### src/rtl/tecmo_pkg.sv
// tecmo_pkg: shared SDRAM widths and the ROM writer FSM state type
package tecmo_pkg;
  localparam int SDRAM_ADDR_WIDTH = 23;
  localparam int SDRAM_DATA_WIDTH = 32;
  typedef enum logic {IDLE, REQ} writer_state_t;
endpackage

### src/rtl/rom_sdram_writer_if.sv
// rom_sdram_writer_if: ioctl byte stream in, SDRAM req/ack write port out, plus busy/done status
interface rom_sdram_writer_if import tecmo_pkg::*; #(parameter int IOCTL_AW = 20);
  logic ioctl_download;
  logic ioctl_wr;
  logic [IOCTL_AW-1:0] ioctl_addr;
  logic [7:0] ioctl_dout;
  logic ioctl_wait;
  logic [SDRAM_ADDR_WIDTH-1:0] sdram_addr;
  logic [SDRAM_DATA_WIDTH-1:0] sdram_data;
  logic sdram_we;
  logic sdram_req;
  logic sdram_ack;
  logic busy;
  logic done;
  modport master(input ioctl_download, ioctl_wr, ioctl_addr, ioctl_dout, sdram_ack,
                 output ioctl_wait, sdram_addr, sdram_data, sdram_we, sdram_req, busy, done);
  modport slave(output ioctl_download, ioctl_wr, ioctl_addr, ioctl_dout, sdram_ack,
                input ioctl_wait, sdram_addr, sdram_data, sdram_we, sdram_req, busy, done);
endinterface

### src/rtl/word_fifo.sv
// word_fifo: synchronous FIFO; push/din in, pop in, head/count/empty/full out
module word_fifo #(
  parameter int W = 32,
  parameter int DEPTH = 4,
  localparam int AW = $clog2(DEPTH),
  localparam int CW = AW + 1
) (
  input  logic          clk,
  input  logic          reset,
  input  logic          push,
  input  logic          pop,
  input  logic [W-1:0]  din,
  output logic [W-1:0]  head,
  output logic [CW-1:0] count,
  output logic          empty,
  output logic          full
);
  logic [W-1:0] mem [DEPTH];
  logic [AW-1:0] wp, rp;
  always_ff @(posedge clk)
    if (push) mem[wp] <= din;
  always_ff @(posedge clk) begin
    if (reset) begin
      wp <= '0;
      rp <= '0;
      count <= '0;
    end else begin
      wp <= push ? wp + AW'(1) : wp;
      rp <= pop ? rp + AW'(1) : rp;
      count <= count + CW'(push) - CW'(pop);
    end
  end
  assign head = mem[rp];
  assign empty = count == '0;
  assign full = count == CW'(DEPTH);
endmodule

### src/rtl/rom_sdram_writer.sv
// rom_sdram_writer: packs ioctl bytes into LE 32-bit words and writes them to SDRAM via req/ack (clk, reset, bus)
module rom_sdram_writer import tecmo_pkg::*; #(
  parameter int IOCTL_AW = 20,
  parameter logic [SDRAM_ADDR_WIDTH-1:0] BASE_ADDR = '0,
  parameter int DEPTH = 4
) (
  input logic clk,
  input logic reset,
  rom_sdram_writer_if.master bus
);
  localparam int WAW = IOCTL_AW - 2;
  localparam int EW = WAW + SDRAM_DATA_WIDTH;
  localparam int CW = $clog2(DEPTH) + 1;
  writer_state_t state, state_nx;
  logic [31:0] asm_data, mrg_data;
  logic [3:0] asm_valid, mrg_valid;
  logic [WAW-1:0] asm_waddr, waddr;
  logic [1:0] lane;
  logic [EW-1:0] din, head;
  logic [CW-1:0] count;
  logic dl_q, dl_fall, done_arm, accept, asm_any, new_word, flush, push, pop, empty, full;
  assign lane = bus.ioctl_addr[1:0];
  assign waddr = bus.ioctl_addr[IOCTL_AW-1:2];
  assign accept = bus.ioctl_wr & bus.ioctl_download & ~bus.ioctl_wait;
  assign dl_fall = dl_q & ~bus.ioctl_download;
  assign asm_any = |asm_valid;
  // a complete word still sitting in assembly (lane 3 loaded alongside a new-word push) is closed too
  assign new_word = accept & asm_any & ((waddr != asm_waddr) | asm_valid[3]);
  assign flush = ~new_word & ((accept & (&lane)) | asm_valid[3] | (dl_fall & asm_any));
  assign push = new_word | flush;
  assign din = new_word ? {asm_waddr, asm_data} : {accept ? waddr : asm_waddr, mrg_data};
  always_comb begin
    mrg_data = new_word ? '0 : asm_data;
    mrg_valid = new_word ? '0 : asm_valid;
    if (accept) begin
      mrg_data[8*lane +: 8] = bus.ioctl_dout;
      mrg_valid[lane] = 1'b1;
    end
  end
  always_comb begin
    state_nx = state;
    state_nx = state == IDLE ? (empty ? IDLE : REQ) : (bus.sdram_ack ? IDLE : REQ);
  end
  assign pop = (state == REQ) & bus.sdram_ack;
  always_ff @(posedge clk) begin
    if (reset) begin
      state <= IDLE;
      dl_q <= 1'b0;
      done_arm <= 1'b0;
      asm_data <= '0;
      asm_valid <= '0;
      asm_waddr <= '0;
    end else begin
      state <= state_nx;
      dl_q <= bus.ioctl_download;
      done_arm <= (done_arm & ~bus.done) | dl_fall;
      asm_data <= flush ? '0 : mrg_data;
      asm_valid <= flush ? '0 : mrg_valid;
      asm_waddr <= accept ? waddr : asm_waddr;
    end
  end
  word_fifo #(.W(EW), .DEPTH(DEPTH)) u_fifo (
    .clk(clk), .reset(reset), .push(push), .pop(pop), .din(din),
    .head(head), .count(count), .empty(empty), .full(full)
  );
  // holding one slot back leaves room for a new-word or flush push after the stall
  assign bus.ioctl_wait = full | (count == CW'(DEPTH - 1));
  assign bus.sdram_req = state == REQ;
  assign bus.sdram_we = bus.sdram_req;
  assign bus.sdram_addr = bus.sdram_req ? BASE_ADDR + SDRAM_ADDR_WIDTH'(head[EW-1:SDRAM_DATA_WIDTH]) : '0;
  assign bus.sdram_data = bus.sdram_req ? head[SDRAM_DATA_WIDTH-1:0] : '0;
  assign bus.busy = ~empty | asm_any | (state == REQ);
  assign bus.done = done_arm & ~bus.ioctl_download & empty & ~asm_any & (state == IDLE);
endmodule
### src/flat_wrapper.sv
// flat-port wrapper written by rule: the top's interface ports become plain ports
module rom_sdram_writer_flat import tecmo_pkg::*;
#(
  parameter int IOCTL_AW = 20,
  parameter logic [SDRAM_ADDR_WIDTH-1:0] BASE_ADDR = '0,
  parameter int DEPTH = 4
)
  (clk, reset, bus_ioctl_download, bus_ioctl_wr, bus_ioctl_addr, bus_ioctl_dout, bus_sdram_ack, bus_ioctl_wait, bus_sdram_addr, bus_sdram_data, bus_sdram_we, bus_sdram_req, bus_busy, bus_done);
  rom_sdram_writer_if #(.IOCTL_AW(IOCTL_AW)) bus_i ();
  input logic clk;
  input logic reset;
  input wire logic [$bits(bus_i.ioctl_download)-1:0] bus_ioctl_download;
  input wire logic [$bits(bus_i.ioctl_wr)-1:0] bus_ioctl_wr;
  input wire logic [$bits(bus_i.ioctl_addr)-1:0] bus_ioctl_addr;
  input wire logic [$bits(bus_i.ioctl_dout)-1:0] bus_ioctl_dout;
  input wire logic [$bits(bus_i.sdram_ack)-1:0] bus_sdram_ack;
  output wire logic [$bits(bus_i.ioctl_wait)-1:0] bus_ioctl_wait;
  output wire logic [$bits(bus_i.sdram_addr)-1:0] bus_sdram_addr;
  output wire logic [$bits(bus_i.sdram_data)-1:0] bus_sdram_data;
  output wire logic [$bits(bus_i.sdram_we)-1:0] bus_sdram_we;
  output wire logic [$bits(bus_i.sdram_req)-1:0] bus_sdram_req;
  output wire logic [$bits(bus_i.busy)-1:0] bus_busy;
  output wire logic [$bits(bus_i.done)-1:0] bus_done;
  assign bus_i.ioctl_download = bus_ioctl_download;
  assign bus_i.ioctl_wr = bus_ioctl_wr;
  assign bus_i.ioctl_addr = bus_ioctl_addr;
  assign bus_i.ioctl_dout = bus_ioctl_dout;
  assign bus_i.sdram_ack = bus_sdram_ack;
  assign bus_ioctl_wait = bus_i.ioctl_wait;
  assign bus_sdram_addr = bus_i.sdram_addr;
  assign bus_sdram_data = bus_i.sdram_data;
  assign bus_sdram_we = bus_i.sdram_we;
  assign bus_sdram_req = bus_i.sdram_req;
  assign bus_busy = bus_i.busy;
  assign bus_done = bus_i.done;
  rom_sdram_writer #(.IOCTL_AW(IOCTL_AW), .BASE_ADDR(BASE_ADDR), .DEPTH(DEPTH)) u_core (.clk(clk), .reset(reset), .bus(bus_i));
endmodule
### config.mk
export PLATFORM = sky130hd
export DESIGN_NAME = rom_sdram_writer_flat
export DESIGN_NICKNAME = d
export VERILOG_FILES = /design/src/rtl/tecmo_pkg.sv /design/src/rtl/rom_sdram_writer_if.sv /design/src/rtl/word_fifo.sv /design/src/rtl/rom_sdram_writer.sv /design/src/flat_wrapper.sv
export SDC_FILE = /design/constraint.sdc
export NUM_CORES = 1
export LEC_CHECK = 0
export ABC_AREA = 1
export CORE_MARGIN = 2
export CORE_UTILIZATION = 50
export CTS_CLUSTER_DIAMETER = 40
export DETAILED_ROUTE_END_ITERATION = 10
export GPL_ROUTABILITY_DRIVEN = 0
export PLACE_DENSITY_LB_ADDON = 0.2
export SYNTH_ARGS = -nofsm -noshare
export SYNTH_HDL_FRONTEND = slang
export SYNTH_SLANG_ARGS = --single-unit
### constraint.sdc
create_clock -name clk -period 3.7 [get_ports clk]
set_input_delay 0.37 -clock clk [delete_from_list [all_inputs] [get_ports clk]]
set_output_delay 0.37 -clock clk [all_outputs]
set_load 0.005 [all_outputs]
# Word-level counts from Yosys, hierarchy flattened
# Memory sizes are Yosys's and may differ from the RTL's. A register that Yosys moved wholly into a read port is not among the register bits.
# Cells that the tools add are included.
[op_classes]
bitwise = 30
n_eq_ne = 3
reduce_logical = 5
magnitude_cmp = 2
mul = 0
add_sub_neg = 5
n_mux = 18
n_shift = 2
div_mod_pow = 0
[ops]
columns = ["op", "n"]
rows = [
  ["two-way mux 32 bit", 3],
  ["two-way mux 50 bit", 1],
  ["two-way mux 18 bit", 2],
  ["negator 5 -> 34 bit", 1],
  ["variable shift 8 x 34 -> 32 bit (first input constant)", 1],
  ["variable part select 8 x 34 -> 32 bit", 1],
  ["bitwise mux 32 bit", 1],
  ["inequality test 18 bit", 1],
  ["AND 1 bit", 14],
  ["two-way mux 4 bit", 2],
  ["OR 1 bit", 8],
  ["inverter 1 bit", 7],
  ["two-way mux 1 bit", 6],
  ["adder 2 x 1 -> 2 bit (second input constant)", 2],
  ["two-way mux 2 bit", 2],
  ["OR 4 bit", 1],
  ["OR reduction 4 bit", 1],
  ["adder 3 x 1 -> 3 bit", 1],
  ["equality test 3 x 2 -> 1 bit (second input constant)", 1],
  ["equality test 3 bit (second input constant)", 1],
  ["zero test 3 bit", 1],
  ["< comparator 2 x 3 -> 1 bit (second input constant)", 1],
  ["subtractor 3 x 1 -> 3 bit", 1],
  ["demux 1 bit (select 2 bit)", 1],
  ["4 further kinds", 4],
]
[word_totals]
romBits = 0
reg_bits = 64
ram_bits = 200
memories = 1
elab_cells = 75
latch_bits = 0
[mem_list]
columns = ["name", "depth", "word_bits", "rd", "rd_clocked_by_memory_dff", "write_ports", "line", "text"]
rows = [
  ["u_core.u_fifo.mem", 4, 50, 1, 1, 1, "word_fifo.sv:18", "logic [W-1:0] mem [DEPTH];"],
]

# Depth between registers and ports, before layout
[depth]
depth_word = 11
depth_mapped = 17
ltp_nobuf = 16

# By module
# From an unflattened synthesis, not the netlist that was laid out.
[hier_totals]
cells_unflattened = 1368
area_unflattened_um2 = 12598.3
[modules_own_cells]
columns = ["module", "cells_each", "area_per_inst_um2", "instances", "seq_area_each_um2"]
rows = [
  ["word_fifo", 638, 8475.6, 1, 6185.9],
  ["rom_sdram_writer", 730, 4122.7, 1, 1141.1],
]

# Worst setup path before layout
# OpenSTA, ideal clock, no wires.
[synth_timing]
path_kind = "register -> register"
start = "reg u_core.u_fifo.count[1]"
end = "mem u_core.u_fifo.mem[0][0] in the netlist's numbering (enable)"
n_path_buf = 1
path_stages_with_launch = 10
slack_ns = 0.006
period_less_slack_ns = 3.694
setup_ns = 0.458
arrival_ns = 3.236
cell_sequence = "dfxtp_1 nor2_1 nand2_1 nand3b_4 nor2_1 nand2_1 buf_4 inv_2 nor2_1 nor2_1"
[synth_between]
elab_chain_cells = 11
[synth_rtl]
columns = ["element", "line", "text"]
rows = [
  ["start, declared", "word_fifo.sv:14", "output logic [CW-1:0] count,"],
  ["start signal, assigned", "word_fifo.sv:30", "count <= count + CW'(push) - CW'(pop);"],
  ["equality test 3 bit / equality test 3 x 2 -> 1 bit (equally long branches)", "word_fifo.sv:35, rom_sdram_writer.sv:67", ""],
  ["OR 1 bit *", "rom_sdram_writer.sv:67", "assign bus.ioctl_wait = full | (count == CW'(DEPTH - 1));"],
  ["inverter 1 bit *", "rom_sdram_writer.sv:24", "assign accept = bus.ioctl_wr & bus.ioctl_download & ~bus.ioctl_wait;"],
  ["AND 1 bit *", "rom_sdram_writer.sv:24", ""],
  ["AND 1 bit, on equally long branches", "rom_sdram_writer.sv:29, rom_sdram_writer.sv:28", ""],
  ["OR 1 bit / AND 1 bit (equally long branches)", "rom_sdram_writer.sv:29, rom_sdram_writer.sv:28", ""],
  ["OR 1 bit / inverter 1 bit (equally long branches)", "rom_sdram_writer.sv:29", "assign flush = ~new_word & ((accept & (&lane)) | asm_valid[3] | (dl_fall & asm_any));"],
  ["AND 1 bit", "rom_sdram_writer.sv:29", ""],
  ["OR 1 bit *", "rom_sdram_writer.sv:30", "assign push = new_word | flush;"],
  ["two-way mux 1 bit *", "word_fifo.sv:21", "if (push) mem[wp] <= din;"],
  ["two-way mux 1 bit (implied by the code) *", "word_fifo.sv:21", ""],
  ["end, declared", "word_fifo.sv:18", ""],
]
# Every way passes the cells marked *; elsewhere a longest branch is shown, timed or not.

==> results.txt <==
Final Slew Violations - 0
Initial Utilization - 51.05%
Routed Antenna Nets - 0
area grow syn2layout - 20.64%
initial antenna violation count - 0
DP HPWL - 15710 microns
setup bufs post-CTS - 0
I/O pins - 93
Routed WL - 26110 microns
CTS root buffer - clkbuf_16
post-route clock period utilization - 79.62%
vias in the first global route - 7950
Met3 Routed Length - 1880 microns
status - finished, final reports clean
final setup violation count - 0
Gate Count Post-Synth - 1226
hold_buf cts - 0
Die ar. - 24420 sq um
top sig layer - met4
clock slew at reported path FFs - 0.05 ns
Ys Warns - 0
Worst Setup End Kind - output port
CTS H-tree depth - 2
Starting DRT DRC Count - 741
ant diodes - 0
WHS Endpoint - u_core.dl_q
worst min path class - in -> reg
Clock Sink Count - 266
DIE WIDTH - 156.3 microns
DRC violations left - 0
worst skew pair latency - 0.51 ns
Pleak - 0.005191 uW
kind of critical path - reg -> out
Worst Hold Launch - bus_ioctl_download
RR Startpoint - u_core.u_fifo.count[1]
Pwr per Cell Area - 601.3 nW/um^2
Worst R2R End - u_core.u_fifo.count[2]
post-synth top area share - 51.81%
total CTS buffers - 36
Main synth FF type - edfxtp_1
fin crit period - 2.946 ns
routed length per instance - 16.17 microns
critical path arrival - 2.58 ns
Rows - 55
Cell Chain, Critical Path - inv_2 > buf_4 > o21ai_0 > a21oi_1 > clkdlybuf4s50_1
peak supply drop - 0.3610 mV
Synth area leaders - edfxtp_1 52%, dfxtp_1 11%, nor2_1 11%, o21ai_0 8.5%, a21oi_1 3.7%
crit-path max FO - 42
Slew @ Worst Pin - 0.8489 ns
met1 WL - 11900 microns
synth cell count leaders - 336 x nor2_1, 200 x edfxtp_1, 196 x o21ai_0, 110 x nand2_1, 95 x inv_1
Synth cell types - 30
FF-to-FF path depth - 14
Worst setup SP type - register
Fin Hold WS - 0.4894 ns
gr ovfl total - 0
final clock skew - 0.01893 ns
final net count - 1351
DIE HEIGHT - 156.3 microns
top-count cell post-synth - nor2_1
register area share after synthesis - 63.21%
fmax - 339.5 MHz
Fin Setup TNS - 0 ns
worst slack, placed - 0.6844 ns
max-cap violations - 0
core area - 22710 sq um
CP required - 3.33 ns
Hold Fails Final Rpt - 0
Longest Clk Path Bufs - 3
Max stage delay on crit path - 0.54 ns
average size of a mapped cell - 9.455 sq um
RSZ-0062 raised after global routing - false
share of layout cells above drive strength 1 - 6.842%
vias per inst - 5.235
Post-synth EDFFs - 200
hold path depth - 3
ys async rst share - 0%
Reg2Reg Setup Slack - 1.16 ns
first-pass GRT wire length - 41850 microns
largest net degree at the start of global routing - 101
post-synthesis register bit count - 266
metal2 WL - 11850 microns
count of input and output buffers - 87
CTS tree - yes
first drt pass iteration count - 5
cell taking the most area after synthesis - edfxtp_1
worst setup margin - 0.7542 ns
GRT Total Usage - 21.97%
Cell Area, Synth - 11590 sq um
post-CTS sizing - 0
critical path's slowest cell - clkdlybuf4s50_1
Max-slew headroom - 42.81%
routed vias - 8454
-- layout by cell type (no fill, tap or decap), types with 5 or more instances in the layout --
| master | instances |
|---|---|
| nand3_1 | 10 |
| clkbuf_16 | 37 |
| inv_1 | 95 |
| buf_4 | 13 |
| dfxtp_1 | 64 |
| a21oi_1 | 86 |
| nor2_1 | 332 |
| o21ai_0 | 196 |
| nand2_1 | 109 |
| clkdlybuf4s50_1 | 87 |
| ha_1 | 13 |
| nor2_4 | 5 |
| clkbuf_1 | 6 |
| edfxtp_1 | 200 |
| nor3_1 | 15 |
| inv_2 | 5 |
| buf_12 | 6 |
| conb_1 | 5 |
-- report_power, final --
| part | switching [uW] | internal, uW | total, uW |
|---|---|---|---|
| clock | 1260 | 2160 | 3430 |
| combinational | 907 | 623 | 1530 |
| sequential | 67.4 | 3390 | 3450 |
| total | 2240 | 6170 | 8410 |
-- how the worst max path moves through the flow --
stage / from / end / depth (start not counted)
finish: register / bus_sdram_data[27] / 5
global route: register / bus_sdram_addr[17] / 5
floorplan: u_core.u_fifo.count[1] / u_core.u_fifo.mem[0][0] / 9
detailed placement: bus_ioctl_addr[0] / u_core.u_fifo.mem[2][28] / 8
CTS: register / bus_sdram_addr[17] / 5
global placement: bus_ioctl_addr[0] / u_core.u_fifo.mem[1][4] / 8
-- per-stage QoR --
| step | utilization [%] | cells | power [uW] | area (sq um) |
|---|---|---|---|---|
| floorplan | - | 1230 | 4320 | 11610 |
| global placement | 56.29 | 1551 | 5025 | 12780 |
| detailed placement | 56.29 | 1551 | 5050 | 12780 |
| CTS | 61.58 | 1615 | 8465 | 13980 |
| global route | 61.58 | 1615 | 8766 | 13980 |
| finish | 61.58 | 1615 | 8409 | 13980 |
-- registers in the layout, summed over array words and instances (netlist names), named ones only --
| register | count |
|---|---|
| u_core.bus.sdram_req | 1 |
| u_core.done_arm | 1 |
| u_core.u_fifo.rp | 2 |
| u_core.asm_waddr | 18 |
| u_core.u_fifo.mem | 200 |
| u_core.u_fifo.count | 3 |
| u_core.asm_data | 32 |
| u_core.u_fifo.wp | 2 |
| u_core.asm_valid | 4 |
| u_core.dl_q | 1 |
-- cell families (layout without fill, tap and decap cells) --
| family | Yosys count | after routing | share of synthesized area [%] |
|---|---|---|---|
| flops | 266 | 266 | 63.21 |
| fa+ha+maj | 14 | 14 | 1.576 |
| buf+inv | 170 | 270 | 5.861 |
| mux | 3 | 3 | 0.2590 |
| simple gates | 481 | 481 | 16.27 |
| xor+xnor | 6 | 6 | 0.4533 |
| compound gates | 285 | 285 | 12.35 |
| other cells | 1 | 5 | 0.03235 |
-- worst max-delay path: cells and delay by family (launching register included) --
family / cells / cell delay, ns
buffers and inverters: 3 / 1.33
AO/OA/AOI/OAI: 2 / 0.39
flip-flops: 1 / 0.34
-- cell type report --
type	count	area, sq um
Fill cell	1887	8725
Sequential cell	266	7330
Multi-Input combinational cell	794	3633
Timing Repair Buffer	106	1089
Clock buffer	45	975.9
Inverter	100	375.4
Tap cell	285	356.6
Clock inverter	19	225.2
-- layer usage --
metal	vias to the layer above	global-route usage, %
li1	4233	-
met1	3922	32.23
met3	36	3.379
met4	0	5.985
met2	263	34.32
met5	-	0
Power figures use the tool's default switching activity.
